File: config.mk
export PLATFORM = sky130hd
export DESIGN_NAME = booth4_seq
export DESIGN_NICKNAME = d
export VERILOG_FILES = /design/src/rtl/booth4_pkg.sv /design/src/rtl/booth4_digit_sel.sv /design/src/rtl/booth4_seq.sv
export SDC_FILE = /design/constraint.sdc
export NUM_CORES = 1
export LEC_CHECK = 0
export CAP_MARGIN = 10
export CORE_ASPECT_RATIO = 0.9
export CORE_MARGIN = 4
export CORE_UTILIZATION = 30
export DETAILED_ROUTE_END_ITERATION = 8
export PLACE_DENSITY_LB_ADDON = 0.08
export REMOVE_ABC_BUFFERS = 1
export SKIP_LAST_GASP = 1
export SLEW_MARGIN = 20
export SYNTH_ARGS = -nofsm -noshare
export SYNTH_HDL_FRONTEND = slang
export SYNTH_SLANG_ARGS = --single-unit
File: constraint.sdc
create_clock -name clk -period 8.7 [get_ports clk]
set_input_delay 1.74 -clock clk [delete_from_list [all_inputs] [get_ports clk]]
set_output_delay 1.74 -clock clk [all_outputs]
set_load 0.05 [all_outputs]
File: src/rtl/booth4_pkg.sv
// Shared types and helpers for the sequential radix-4 Booth multiplier.
// Digit codes mirror the encoding used by the combinational array multiplier.
package booth4_pkg;

  typedef enum logic {IDLE, RUN} state_t;

  typedef enum logic [2:0] {ZERO, P1, P2, M2, M1} digit_t;

  function automatic int ndig(input int tam);
    return tam / 2 + 1;
  endfunction

  function automatic digit_t decode(input logic [2:0] d);
    case (d)
      3'b001, 3'b010: return P1;
      3'b011:         return P2;
      3'b100:         return M2;
      3'b101, 3'b110: return M1;
      default:        return ZERO;
    endcase
  endfunction

endpackage

File: src/rtl/booth4_digit_sel.sv
// Combinational Booth partial-product selector: maps one 3-bit digit to
// 0, +-MD or +-2MD on 2*TAM bits (wraparound arithmetic).
module booth4_digit_sel
  import booth4_pkg::*;
#(
  parameter int TAM = 16
) (
  input  logic [2:0]            digit,
  input  logic [2*TAM-1:0]      md,
  output logic signed [2*TAM-1:0] pp
);

  logic [2*TAM-1:0] md2;

  assign md2 = md << 1;

  always_comb begin
    pp = '0;
    case (decode(digit))
      P1:      pp = md;
      P2:      pp = md2;
      M1:      pp = ~md + 1'b1;
      M2:      pp = ~md2 + 1'b1;
      default: pp = '0;
    endcase
  end

endmodule

File: src/rtl/booth4_seq.sv
// Iterative radix-4 Booth multiplier: one digit per clock through a single adder,
// start/busy/done handshake and a held product register.
module booth4_seq
  import booth4_pkg::*;
#(
  parameter int TAM = 16
) (
  input  logic               clk,
  input  logic               rst,
  input  logic               start,
  input  logic               sgn,
  input  logic [TAM-1:0]     A,
  input  logic [TAM-1:0]     B,
  output logic               busy,
  output logic               done,
  output logic [2*TAM-1:0]   S
);

  localparam int NDIG = ndig(TAM);
  localparam int W    = 2 * TAM;
  localparam int MRW  = TAM + 3;
  localparam int CW   = $clog2(NDIG + 1);

  if ((TAM % 2) != 0 || TAM < 4) begin : g_bad_tam
    $error("booth4_seq: TAM must be even and at least 4");
  end

  state_t           state;
  logic [W-1:0]     md;
  logic [MRW-1:0]   mr;
  logic [W-1:0]     acc;
  logic [CW-1:0]    cnt;
  logic signed [W-1:0] pp;
  logic             ext;

  assign ext = sgn & B[TAM-1];

  // md is pre-shifted by two each step, so pp already carries the 2*cnt weight
  booth4_digit_sel #(.TAM(TAM)) u_sel (
    .digit (mr[2:0]),
    .md    (md),
    .pp    (pp)
  );

  always_ff @(posedge clk) begin
    if (rst) begin
      state <= IDLE;
      busy  <= 1'b0;
      done  <= 1'b0;
      S     <= '0;
      md    <= '0;
      mr    <= '0;
      acc   <= '0;
      cnt   <= '0;
    end else begin
      done <= 1'b0;
      case (state)
        IDLE: begin
          if (start) begin
            md    <= sgn ? {{TAM{A[TAM-1]}}, A} : {{TAM{1'b0}}, A};
            mr    <= {ext, ext, B, 1'b0};
            acc   <= '0;
            cnt   <= '0;
            busy  <= 1'b1;
            state <= RUN;
          end
        end
        RUN: begin
          acc <= acc + $unsigned(pp);
          md  <= md << 2;
          mr  <= mr >> 2;
          cnt <= cnt + 1'b1;
          if (cnt == CW'(NDIG - 1)) begin
            S     <= acc + $unsigned(pp);
            done  <= 1'b1;
            busy  <= 1'b0;
            state <= IDLE;
          end
        end
        default: state <= IDLE;
      endcase
    end
  end

endmodule

==> impl_metrics.ini, run 1 <==
[power_and_ir_drop]
power.leakage_nw = 3.84
pwr_density_cell_mw_per_mm2 = 169
power_mw = 1.65
max-vdd-ir-drop_mv = 0.108

[grt]
global_route_track_usage_on_met3 = 0.0269
grt_usage = 0.182
grt_first_pass_wirelength_mm = 45.0
maximum_number_of_pins_on_one_net_before_global_route_repair = 64
antenna_found_initial = 0
met1_usage = 0.268
number_of_global_route_vias_before_repair = 7874
top_usage_layer = met2
grt_overflow_total = 0
met2_usage = 0.278

[floorplan]
die_h_um = 166
num_io_pins = 70
cell_row_count = 57
floorplan.initialDensity = 0.306
die-area_mm2 = 0.0304
die_w_um = 183
floorplan.core_area_mm2 = 0.0272

[cts]
cts_post_setup_buffers_inserted = 0
skew_pair_late_insertion_delay_ns = 0.44
ctsHtreeMaxLevel = 4
clk_sinks = 121
clockRootBuffer = sky130_fd_sc_hd__clkbuf_16
clock_buffers_created_by_tritoncts = 17
worst_setup_hold_path_clk_slew_ns = 0.06
number_of_instances_resized_during_post_cts_repair = 0
cts_hold_buf = 0
cts_tree = done
clk_path_buf_depth = 2

[yosys]
synth-async-reset-ratio = 0
synthesized_flop_and_latch_total = 121
ys.warnings.count = 0
synthesis.area_per_instance_um2 = 7.51
synthesis.instances = 1107
synth_ff_type = sky130_fd_sc_hd__dfxtp_1
syn-cell-area_mm2 = 0.00831
synth_edf_count = 0
synth_sequential_area_ratio = 0.291
synth_cell_type_count = 65

[setup_path]
worst_r2r_start = md[1]
timing.critical_path.depth = 18
timing.critical_path.from = md[1]
crit_slowest_cell = sky130_fd_sc_hd__a2111oi_1
critPathLaunchType = register
worst-endpoint-arrival_ns = 5.61
critical_path_class = reg -> reg
cp.buffers_inverters = 1
path_cells = inv_1 -> ha_1 -> or3b_2 -> or3_1 -> or3_1 -> nand2_1 -> xnor2_1 -> a221oi_1 -> a21oi_1 -> ha_1 -> and4_1 -> and3_1 -> nand3_1 -> a2111oi_1 -> o2111ai_1 -> a21boi_0 -> or4_1 -> nand3_1
critical_path.max_stage_delay_ns = 0.65
worst_setup_path_end_kind = register
worst_path_dominant_cell_family = simple AND/OR/NAND/NOR gates
crit_path_max_fo = 6
critPathRequiredTime_ns = 9.00
ff2ff_path_depth = 18

[run]
drv_cap = 0

[timing]
final_hold_viol_count = 0
fin_setup_tns_ns = 0
transition_time_at_the_pin_with_the_least_slew_margin_ns = 0.997
fin_crit_sh = 0.610
maxSlewViolCount = 0
max_clock_freq_mhz = 188
finalSetupViolations = 0
max_slew_margin = 0.333
fin_worst_skew_ns = 0.0204
grt_setup_unrepaired = false
fin_crit_ns = 5.31

[detailed_routing]
dr_total_vias = 8015
routed_via_density = 5.42
detail_route.wl_per_cell_um = 18.7
iteration_0_drc_markers = 573
route.detailed.drc = 0
detailedRoute.firstPassIterationCount = 5
drt-total-wl_mm = 27.6
route.antenna.remaining_nets = 0

[run_status]
run_status = completed

[placed_design]
post-dp-hpwl_mm = 17.9
io_buffer_count = 69
gp_congestion = 0.818

[min_path]
hold_path_class = reg -> reg
worstHoldPathCells = 2
hold_start = S[1]

[finish]
syn2layout_area_growth_pct = 17.5
layout.nets = 1183
final_layout_size_suffix_gt1_frac = 0.0578
insertedDiodeCount = 0
[final timing paths]
| check | endpoint | slack (ns) |
|---|---|---|
| setup / recovery | acc[29] | 3.39 |
| hold / removal | S[1] | 0.45 |
| setup reg to reg | acc[29] | 3.39 |
| hold reg to reg | S[1] | 0.45 |
[state kept, by name, indices dropped and copies added, names as in the netlist]
| name | flops |
|---|---|
| done | 1 |
| busy | 1 |
| state | 1 |
| cnt | 4 |
| md | 32 |
| acc | 32 |
| mr | 18 |
| S | 32 |
[stage by stage]
step / util / hold slack [ns] / setup slack (ns) / instances / cell area [um^2]
global placement: 0.338 / 0.448 / 3.36 / 1447 / 9180
floorplan: - / 0.432 / 3.74 / 1009 / 7930
global route: 0.359 / 0.473 / 2.89 / 1479 / 9770
detailed placement: 0.338 / 0.449 / 3.28 / 1447 / 9180
finish: 0.359 / 0.455 / 3.39 / 1479 / 9770
CTS: 0.359 / 0.459 / 3.23 / 1479 / 9770
[per-layer routing]
layer,share of wire,wire (um),vias up
met3,0.034,948,30
met1,0.51,14100,3841
met2,0.44,12200,149
met5,0,0,-
met4,0.014,400,0
li1,-,-,3995
[synth_stat cells, types with 6 or more instances]
library cell               instances  area (um^2)
sky130_fd_sc_hd__dfxtp_1         121         2420
sky130_fd_sc_hd__o21bai_1          6         45.0
sky130_fd_sc_hd__and2_1            9         56.3
sky130_fd_sc_hd__nand2_1         124          465
sky130_fd_sc_hd__a211oi_1         11         82.6
sky130_fd_sc_hd__xnor2_1          46          403
sky130_fd_sc_hd__a21o_1           11         82.6
sky130_fd_sc_hd__or4_1             8         60.1
sky130_fd_sc_hd__nand3_1          40          200
sky130_fd_sc_hd__nor3_1           24          120
sky130_fd_sc_hd__xor2_1           27          236
sky130_fd_sc_hd__and3_1           47          294
sky130_fd_sc_hd__a31oi_1          24          150
sky130_fd_sc_hd__o211ai_1          9         67.6
sky130_fd_sc_hd__o21ai_0          39          195
sky130_fd_sc_hd__ha_1             34          425
sky130_fd_sc_hd__nor2_1          111          417
sky130_fd_sc_hd__a221oi_1         24          210
sky130_fd_sc_hd__mux2i_1          32          320
sky130_fd_sc_hd__clkbuf_1         91          342
sky130_fd_sc_hd__nand2b_1          6         37.5
sky130_fd_sc_hd__a21oi_1         132          661
sky130_fd_sc_hd__or3_1            13         81.3
sky130_fd_sc_hd__a22oi_1          11         82.6
sky130_fd_sc_hd__inv_1            19         71.3
[where the power goes]
part	switching, mW	internal [mW]
clock	0.305	0.432
sequential	0.0296	0.574
combinational	0.189	0.120
[cells by family after synthesis]
group / count (synthesis) / synth area share
compound gates: 307 / 0.235
xor+xnor: 74 / 0.0789
flops: 121 / 0.291
simple gates: 417 / 0.243
buf+inv: 117 / 0.0542
fa+ha+maj: 35 / 0.0536
mux: 36 / 0.0440
[cells in the final DEF, fill, tap and decap left out, types with 16 or more instances in the layout]
cell | Yosys | layout
sky130_fd_sc_hd__a221oi_1 | 24 | 24
sky130_fd_sc_hd__xor2_1 | 27 | 27
sky130_fd_sc_hd__xnor2_1 | 46 | 46
sky130_fd_sc_hd__clkdlybuf4s50_1 | 0 | 67
sky130_fd_sc_hd__buf_4 | 0 | 16
sky130_fd_sc_hd__a21oi_1 | 132 | 132
sky130_fd_sc_hd__nor3_1 | 24 | 24
sky130_fd_sc_hd__clkbuf_16 | 0 | 17
sky130_fd_sc_hd__a31oi_1 | 24 | 24
sky130_fd_sc_hd__o21ai_0 | 39 | 39
sky130_fd_sc_hd__mux2i_1 | 32 | 32
sky130_fd_sc_hd__nand2_1 | 124 | 124
sky130_fd_sc_hd__nand3_1 | 40 | 40
sky130_fd_sc_hd__and3_1 | 47 | 47
sky130_fd_sc_hd__inv_1 | 19 | 18
sky130_fd_sc_hd__ha_1 | 34 | 34
sky130_fd_sc_hd__nor2_1 | 111 | 111
sky130_fd_sc_hd__dfxtp_1 | 121 | 119
[worst register-to-register path, stage by stage, from the launching register on]
cell	delay (ns)
sky130_fd_sc_hd__dfxtp_1	0.33
sky130_fd_sc_hd__inv_1	0.12
sky130_fd_sc_hd__ha_1	0.21
sky130_fd_sc_hd__or3b_2	0.51
sky130_fd_sc_hd__or3_1	0.43
sky130_fd_sc_hd__or3_1	0.39
sky130_fd_sc_hd__nand2_1	0.10
sky130_fd_sc_hd__xnor2_1	0.10
sky130_fd_sc_hd__a221oi_1	0.31
sky130_fd_sc_hd__a21oi_1	0.11
sky130_fd_sc_hd__ha_1	0.42
sky130_fd_sc_hd__and4_1	0.26
sky130_fd_sc_hd__and3_1	0.24
sky130_fd_sc_hd__nand3_1	0.13
sky130_fd_sc_hd__a2111oi_1	0.65
sky130_fd_sc_hd__o2111ai_1	0.25
sky130_fd_sc_hd__a21boi_0	0.38
sky130_fd_sc_hd__or4_1	0.17
sky130_fd_sc_hd__nand3_1	0.08
[cell type report]
class | count | area (um^2)
Inverter | 19 | 71.3
Clock inverter | 13 | 148
Fill cell | 2870 | 17400
Sequential cell | 121 | 2430
Clock buffer | 19 | 443
Multi-Input combinational cell | 869 | 5440
Timing Repair Buffer | 84 | 796
Tap cell | 354 | 443
(Power assumes the default switching activity.)
==> run 2, diff against run 1 <==
clock period = 4.5 ns   (was 8.7 ns; I/O delays follow)
==> impl_metrics.ini, run 2 (synthesis gave the netlist of run 1 again) <==
[cts]
ctsHtreeMaxLevel = 4
skew_pair_late_insertion_delay_ns = 0.42
worst_setup_hold_path_clk_slew_ns = 0.06
clockRootBuffer = sky130_fd_sc_hd__clkbuf_16
clock_buffers_created_by_tritoncts = 17
clk_path_buf_depth = 2
clk_sinks = 121
cts_tree = done

[power_and_ir_drop]
swShare = 0.292
clockPowerShare = 0.457
power.leakage_nw = 4.58
pwr_density_cell_mw_per_mm2 = 318
power_mw = 3.56
p_seq_frac = 0.321
p_int_mw = 2.52
power.switching_mw = 1.04
power_frac_comb = 0.222
max-vdd-ir-drop_mv = 0.216

[finish]
reg.largest.list = S (32), acc (32), md (32)
insertedDiodeCount = 0
layout.cells.most_common_list = 124 x sky130_fd_sc_hd__a21oi_1, 120 x sky130_fd_sc_hd__buf_4, 116 x sky130_fd_sc_hd__dfxtp_1, 116 x sky130_fd_sc_hd__nand2_1, 109 x sky130_fd_sc_hd__nor2_1
fillerInstances = 2810
stdcell_area_mm2 = 0.0112
layoutNonFillerInstCount = 1588
syn2layout_area_growth_pct = 34.7
commonest_non_fill_non_tap_cell_in_the_layout = sky130_fd_sc_hd__a21oi_1
final_layout_size_suffix_gt1_frac = 0.203
final_core_utilization = 0.412
layout.nets = 1292

[floorplan]
die-area_mm2 = 0.0304
num_io_pins = 70
floorplan.initialDensity = 0.306
die_w_um = 183
floorplan.core_area_mm2 = 0.0272
cell_row_count = 57
die_h_um = 166

[detailed_routing]
route.detailed.drc = 0
detail_route.wl_per_cell_um = 17.7
routed_via_density = 5.26
detailedRoute.firstPassIterationCount = 5
iteration_0_drc_markers = 673
drt-total-wl_mm = 28.1
dr_total_vias = 8349
route.antenna.remaining_nets = 0

[setup_path]
worst_path_dominant_cell_family = simple AND/OR/NAND/NOR gates
critPathRequiredTime_ns = 4.86
worst_setup_path_end_kind = register
crit-reg2reg-capture = S[29]
crit_slowest_cell = sky130_fd_sc_hd__or4_4
critical_path_class = reg -> reg
worst_r2r_start = md[11]
worst-endpoint-arrival_ns = 4.90
crit_path_max_fo = 4
reg2reg_setup_slack_ns = -0.04
critical_path.max_stage_delay_ns = 0.57
ff2ff_path_depth = 16
path_cells = or4_4 -> or3_4 -> or3_4 -> nand2_4 -> xnor2_2 -> a221oi_2 -> a31oi_2 -> ha_1 -> and4_1 -> and3_4 -> and3_4 -> a221o_1 -> o2111ai_4 -> a21boi_2 -> or4_1 -> nand3_1
critPathLaunchType = register
cp.buffers_inverters = 0

[timing]
layout_setup_ws_ns = -0.0384
fin_worst_skew_ns = 0.0155
grt_setup_unrepaired = true
maxSlewViolCount = 0
final_hold_viol_count = 0
finalSetupViolations = 5
fin_crit_sh = 1.01
fin_crit_ns = 4.54
max_slew_margin = 0.405
transition_time_at_the_pin_with_the_least_slew_margin_ns = 0.890
max_clock_freq_mhz = 220

[grt]
number_of_global_route_vias_before_repair = 8093
antenna_found_initial = 0
grt_usage = 0.181
grt_first_pass_wirelength_mm = 45.1
maximum_number_of_pins_on_one_net_before_global_route_repair = 113
grt_overflow_total = 0

[placed_design]
post-place-ws_ns = -0.405
placed_cells = 1544
io_buffer_count = 69
gp_congestion = 0.857
placed_area_mm2 = 0.00994
post-dp-hpwl_mm = 19.0

[min_path]
hold_path_class = reg -> reg
worstHoldPathCells = 2
hold_path_end = S[4]
hold_start = S[4]

[run_status]
run_status = finished with violations
violations = negative setup slack

[run]
drv_cap = 0
## run 2: routing by layer
metal / GRT usage / routed length, um / vias to the layer above
met3: 0.0232 / 933 / 13
met2: 0.282 / 12700 / 161
met5: 0 / 0 / -
li1: - / - / 4219
met4: 0.0327 / 169 / 0
met1: 0.270 / 14300 / 3956
## run 2: cell type report
class                           instances  area (um^2)  area share
Inverter                               19         71.3     0.00637
Clock inverter                         14          243      0.0217
Timing Repair Buffer                  193         1660       0.148
Sequential cell                       121         2430       0.217
Tap cell                              354          443      0.0396
Multi-Input combinational cell        869         5900       0.528
Clock buffer                           18          439      0.0392
## run 2: power by group through the flow
stage | Clock, mW | Sequential, mW | Combinational (mW)
after floorplan | 0 | 1.19 | 0.382
after global placement | 0 | 1.16 | 0.719
after detailed placement | 0 | 1.16 | 0.717
after CTS | 1.67 | 1.14 | 0.749
after global routing | 1.71 | 1.15 | 0.866
final | 1.63 | 1.14 | 0.789
## run 2: timing repair
item / in CTS / in global routing
gates resized for setup: 38 / 67
hold buffers: 0 / 0
pin swaps: 25 / 48
endpoints found under the setup margin: 27 / 38
buffers inserted: 8 / 4
## run 2: worst max path at each step
stage,start,endpoint,depth (start not counted)
after floorplan,mr[1],acc[23],15
after global placement,md[0],S[29],18
after detailed placement,md[0],S[29],18
after CTS,md[1],S[27],20
after global routing,md[11],acc[31],18
final,md[11],S[29],16
## run 2: worst reg2reg max path: cells and delay by family (launching register included)
family / cells / cell delay [ns]
XOR/XNOR: 1 / 0.09
flip-flops: 1 / 0.31
AO/OA/AOI/OAI: 5 / 1.18
AND/OR/NAND/NOR: 9 / 2.52
adder cells (fa/ha/maj): 1 / 0.39
## run 2: stage by stage
stage | TNS, ns | hold WS (ns)
after floorplan | -7.18 | 0.432
after global placement | -4.25 | 0.445
after detailed placement | -4.83 | 0.451
after CTS | -0.0942 | 0.460
after global routing | -1.99 | 0.483
final | -0.141 | 0.455
==> run 3, diff against run 2 <==
CTS_CLUSTER_DIAMETER = 80   (was not set)
clock period = 5.7 ns   (was 4.5 ns; I/O delays follow)
==> impl_metrics.ini, run 3 (synthesis gave the netlist of run 1 again) <==
[floorplan]
die-area_mm2 = 0.0304
floorplan.core_area_mm2 = 0.0272
die_w_um = 183
cell_row_count = 57
floorplan.initialDensity = 0.306
num_io_pins = 70
die_h_um = 166

[finish]
insertedDiodeCount = 0
fillerInstances = 2884
reg.largest.list = S (32), acc (32), md (32)
layout.nets = 1190
syn2layout_area_growth_pct = 18.6
commonest_non_fill_non_tap_cell_in_the_layout = sky130_fd_sc_hd__a21oi_1
final_core_utilization = 0.363
layout.cells.most_common_list = 132 x sky130_fd_sc_hd__a21oi_1, 124 x sky130_fd_sc_hd__nand2_1, 119 x sky130_fd_sc_hd__dfxtp_1, 111 x sky130_fd_sc_hd__nor2_1, 67 x sky130_fd_sc_hd__clkdlybuf4s50_1
final_layout_size_suffix_gt1_frac = 0.0645

[placed_design]
io_buffer_count = 69
gp_congestion = 0.830
post-dp-hpwl_mm = 18.2

[timing]
maxSlewViolCount = 0
final_hold_viol_count = 0
fin_worst_skew_ns = 0.0189
finalSetupViolations = 0
fin_crit_ns = 5.23
fin_setup_tns_ns = 0
transition_time_at_the_pin_with_the_least_slew_margin_ns = 1.11
max_clock_freq_mhz = 191
fin_crit_sh = 0.918
grt_setup_unrepaired = false
max_slew_margin = 0.259

[grt]
grt_first_pass_wirelength_mm = 44.5
maximum_number_of_pins_on_one_net_before_global_route_repair = 79
antenna_found_initial = 0
grt_overflow_total = 0
grt_usage = 0.181
number_of_global_route_vias_before_repair = 7740

[detailed_routing]
routed_via_density = 5.36
dr_total_vias = 7964
route.antenna.remaining_nets = 0
detailedRoute.firstPassIterationCount = 5
route.detailed.drc = 0
iteration_0_drc_markers = 540
detail_route.wl_per_cell_um = 18.4
drt-total-wl_mm = 27.4

[setup_path]
worstSetupEndpoint = acc[23]
worst-endpoint-arrival_ns = 5.55
critical_path_class = reg -> reg
worst_r2r_start = md[1]
crit-reg2reg-capture = acc[23]
timing.critical_path.from = md[1]
critPathLaunchType = register
critPathRequiredTime_ns = 6.02
crit_path_max_fo = 6
ff2ff_path_depth = 19
worst_setup_path_end_kind = register
reg2reg_setup_slack_ns = 0.47

[min_path]
hold_path_class = reg -> reg

[run_status]
run_status = completed

[cts]
number_of_instances_resized_during_post_cts_repair = 0
ctsHtreeMaxLevel = 4
skew_pair_late_insertion_delay_ns = 0.44
worst_setup_hold_path_clk_slew_ns = 0.06
clk_sinks = 121
cts_hold_buf = 0
clockRootBuffer = sky130_fd_sc_hd__clkbuf_16
clk_path_buf_depth = 2
cts_tree = done
clock_buffers_created_by_tritoncts = 17
cts_post_setup_buffers_inserted = 0

[power_and_ir_drop]
pwr_density_cell_mw_per_mm2 = 262
p_seq_frac = 0.356
p_int_mw = 1.79
power.switching_mw = 0.792
power.leakage_nw = 3.90
swShare = 0.307
power_frac_comb = 0.183
clockPowerShare = 0.461
max-vdd-ir-drop_mv = 0.171

[run]
drv_cap = 0
## run 3: area by class of cell
cell class / instances / area, um^2 / area share
Inverter: 19 / 71.3 / 0.00724
Tap cell: 354 / 443 / 0.0449
Clock buffer: 19 / 464 / 0.0471
Timing Repair Buffer: 91 / 848 / 0.0861
Multi-Input combinational cell: 869 / 5440 / 0.552
Clock inverter: 13 / 165 / 0.0168
Sequential cell: 121 / 2430 / 0.246
## run 3: worst min-delay path by stage
stage	to	slack, ns	depth (start not counted)	from
2_1_floorplan	acc[24]	0.43	2	acc[24]
3_3_place_gp	acc[24]	0.44	2	acc[24]
3_5_place_dp	S[21]	0.45	2	S[21]
4_1_cts	S[21]	0.46	2	S[21]
5_1_grt	S[6]	0.49	2	S[6]
6_report	S[1]	0.46	2	S[1]
## run 3: metal layers
metal	share of wire	routed length (um)	vias to the layer above	track usage
met1	0.51	14100	3747	0.269
met5	0	0	-	0
met4	0.015	405	0	0.0444
li1	-	-	4003	-
met3	0.040	1100	32	0.0304
met2	0.43	11800	182	0.270
## run 3: per-stage QoR
stage	setup slack [ns]	hold WS [ns]	total power [mW]	area, um^2	cells
final	0.470	0.457	2.58	9860	1486
after CTS	0.518	0.460	2.61	9860	1486
after floorplan	0.740	0.432	1.24	7930	1009
after global placement	0.656	0.443	1.41	9230	1454
after global routing	0.0514	0.485	2.72	9860	1486
after detailed placement	0.557	0.449	1.41	9230	1454
## run 3: worst max-delay path, cell delays in order, from the launching register on
cell and delay [ns]:
sky130_fd_sc_hd__dfxtp_1 0.33, sky130_fd_sc_hd__inv_1 0.11, sky130_fd_sc_hd__ha_1 0.20, sky130_fd_sc_hd__or3b_2 0.51
sky130_fd_sc_hd__or3_1 0.41, sky130_fd_sc_hd__or3_1 0.38, sky130_fd_sc_hd__nand2_1 0.11, sky130_fd_sc_hd__xnor2_1 0.09
sky130_fd_sc_hd__a221oi_1 0.29, sky130_fd_sc_hd__a21oi_1 0.11, sky130_fd_sc_hd__ha_1 0.41, sky130_fd_sc_hd__and4_1 0.25
sky130_fd_sc_hd__and3_1 0.24, sky130_fd_sc_hd__nand3_1 0.11, sky130_fd_sc_hd__a2111oi_0 0.51, sky130_fd_sc_hd__buf_4 0.24
sky130_fd_sc_hd__o21a_1 0.16, sky130_fd_sc_hd__o21ai_0 0.15, sky130_fd_sc_hd__and2_1 0.22, sky130_fd_sc_hd__o311ai_0 0.30
## run 3: power groups by stage
stage / sequential (mW) / clock [mW] / combinational (mW)
after global placement: 0.938 / 0 / 0.473
after detailed placement: 0.938 / 0 / 0.471
after CTS: 0.919 / 1.22 / 0.475
after floorplan: 0.938 / 0 / 0.302
after global routing: 0.926 / 1.26 / 0.528
final: 0.920 / 1.19 / 0.472
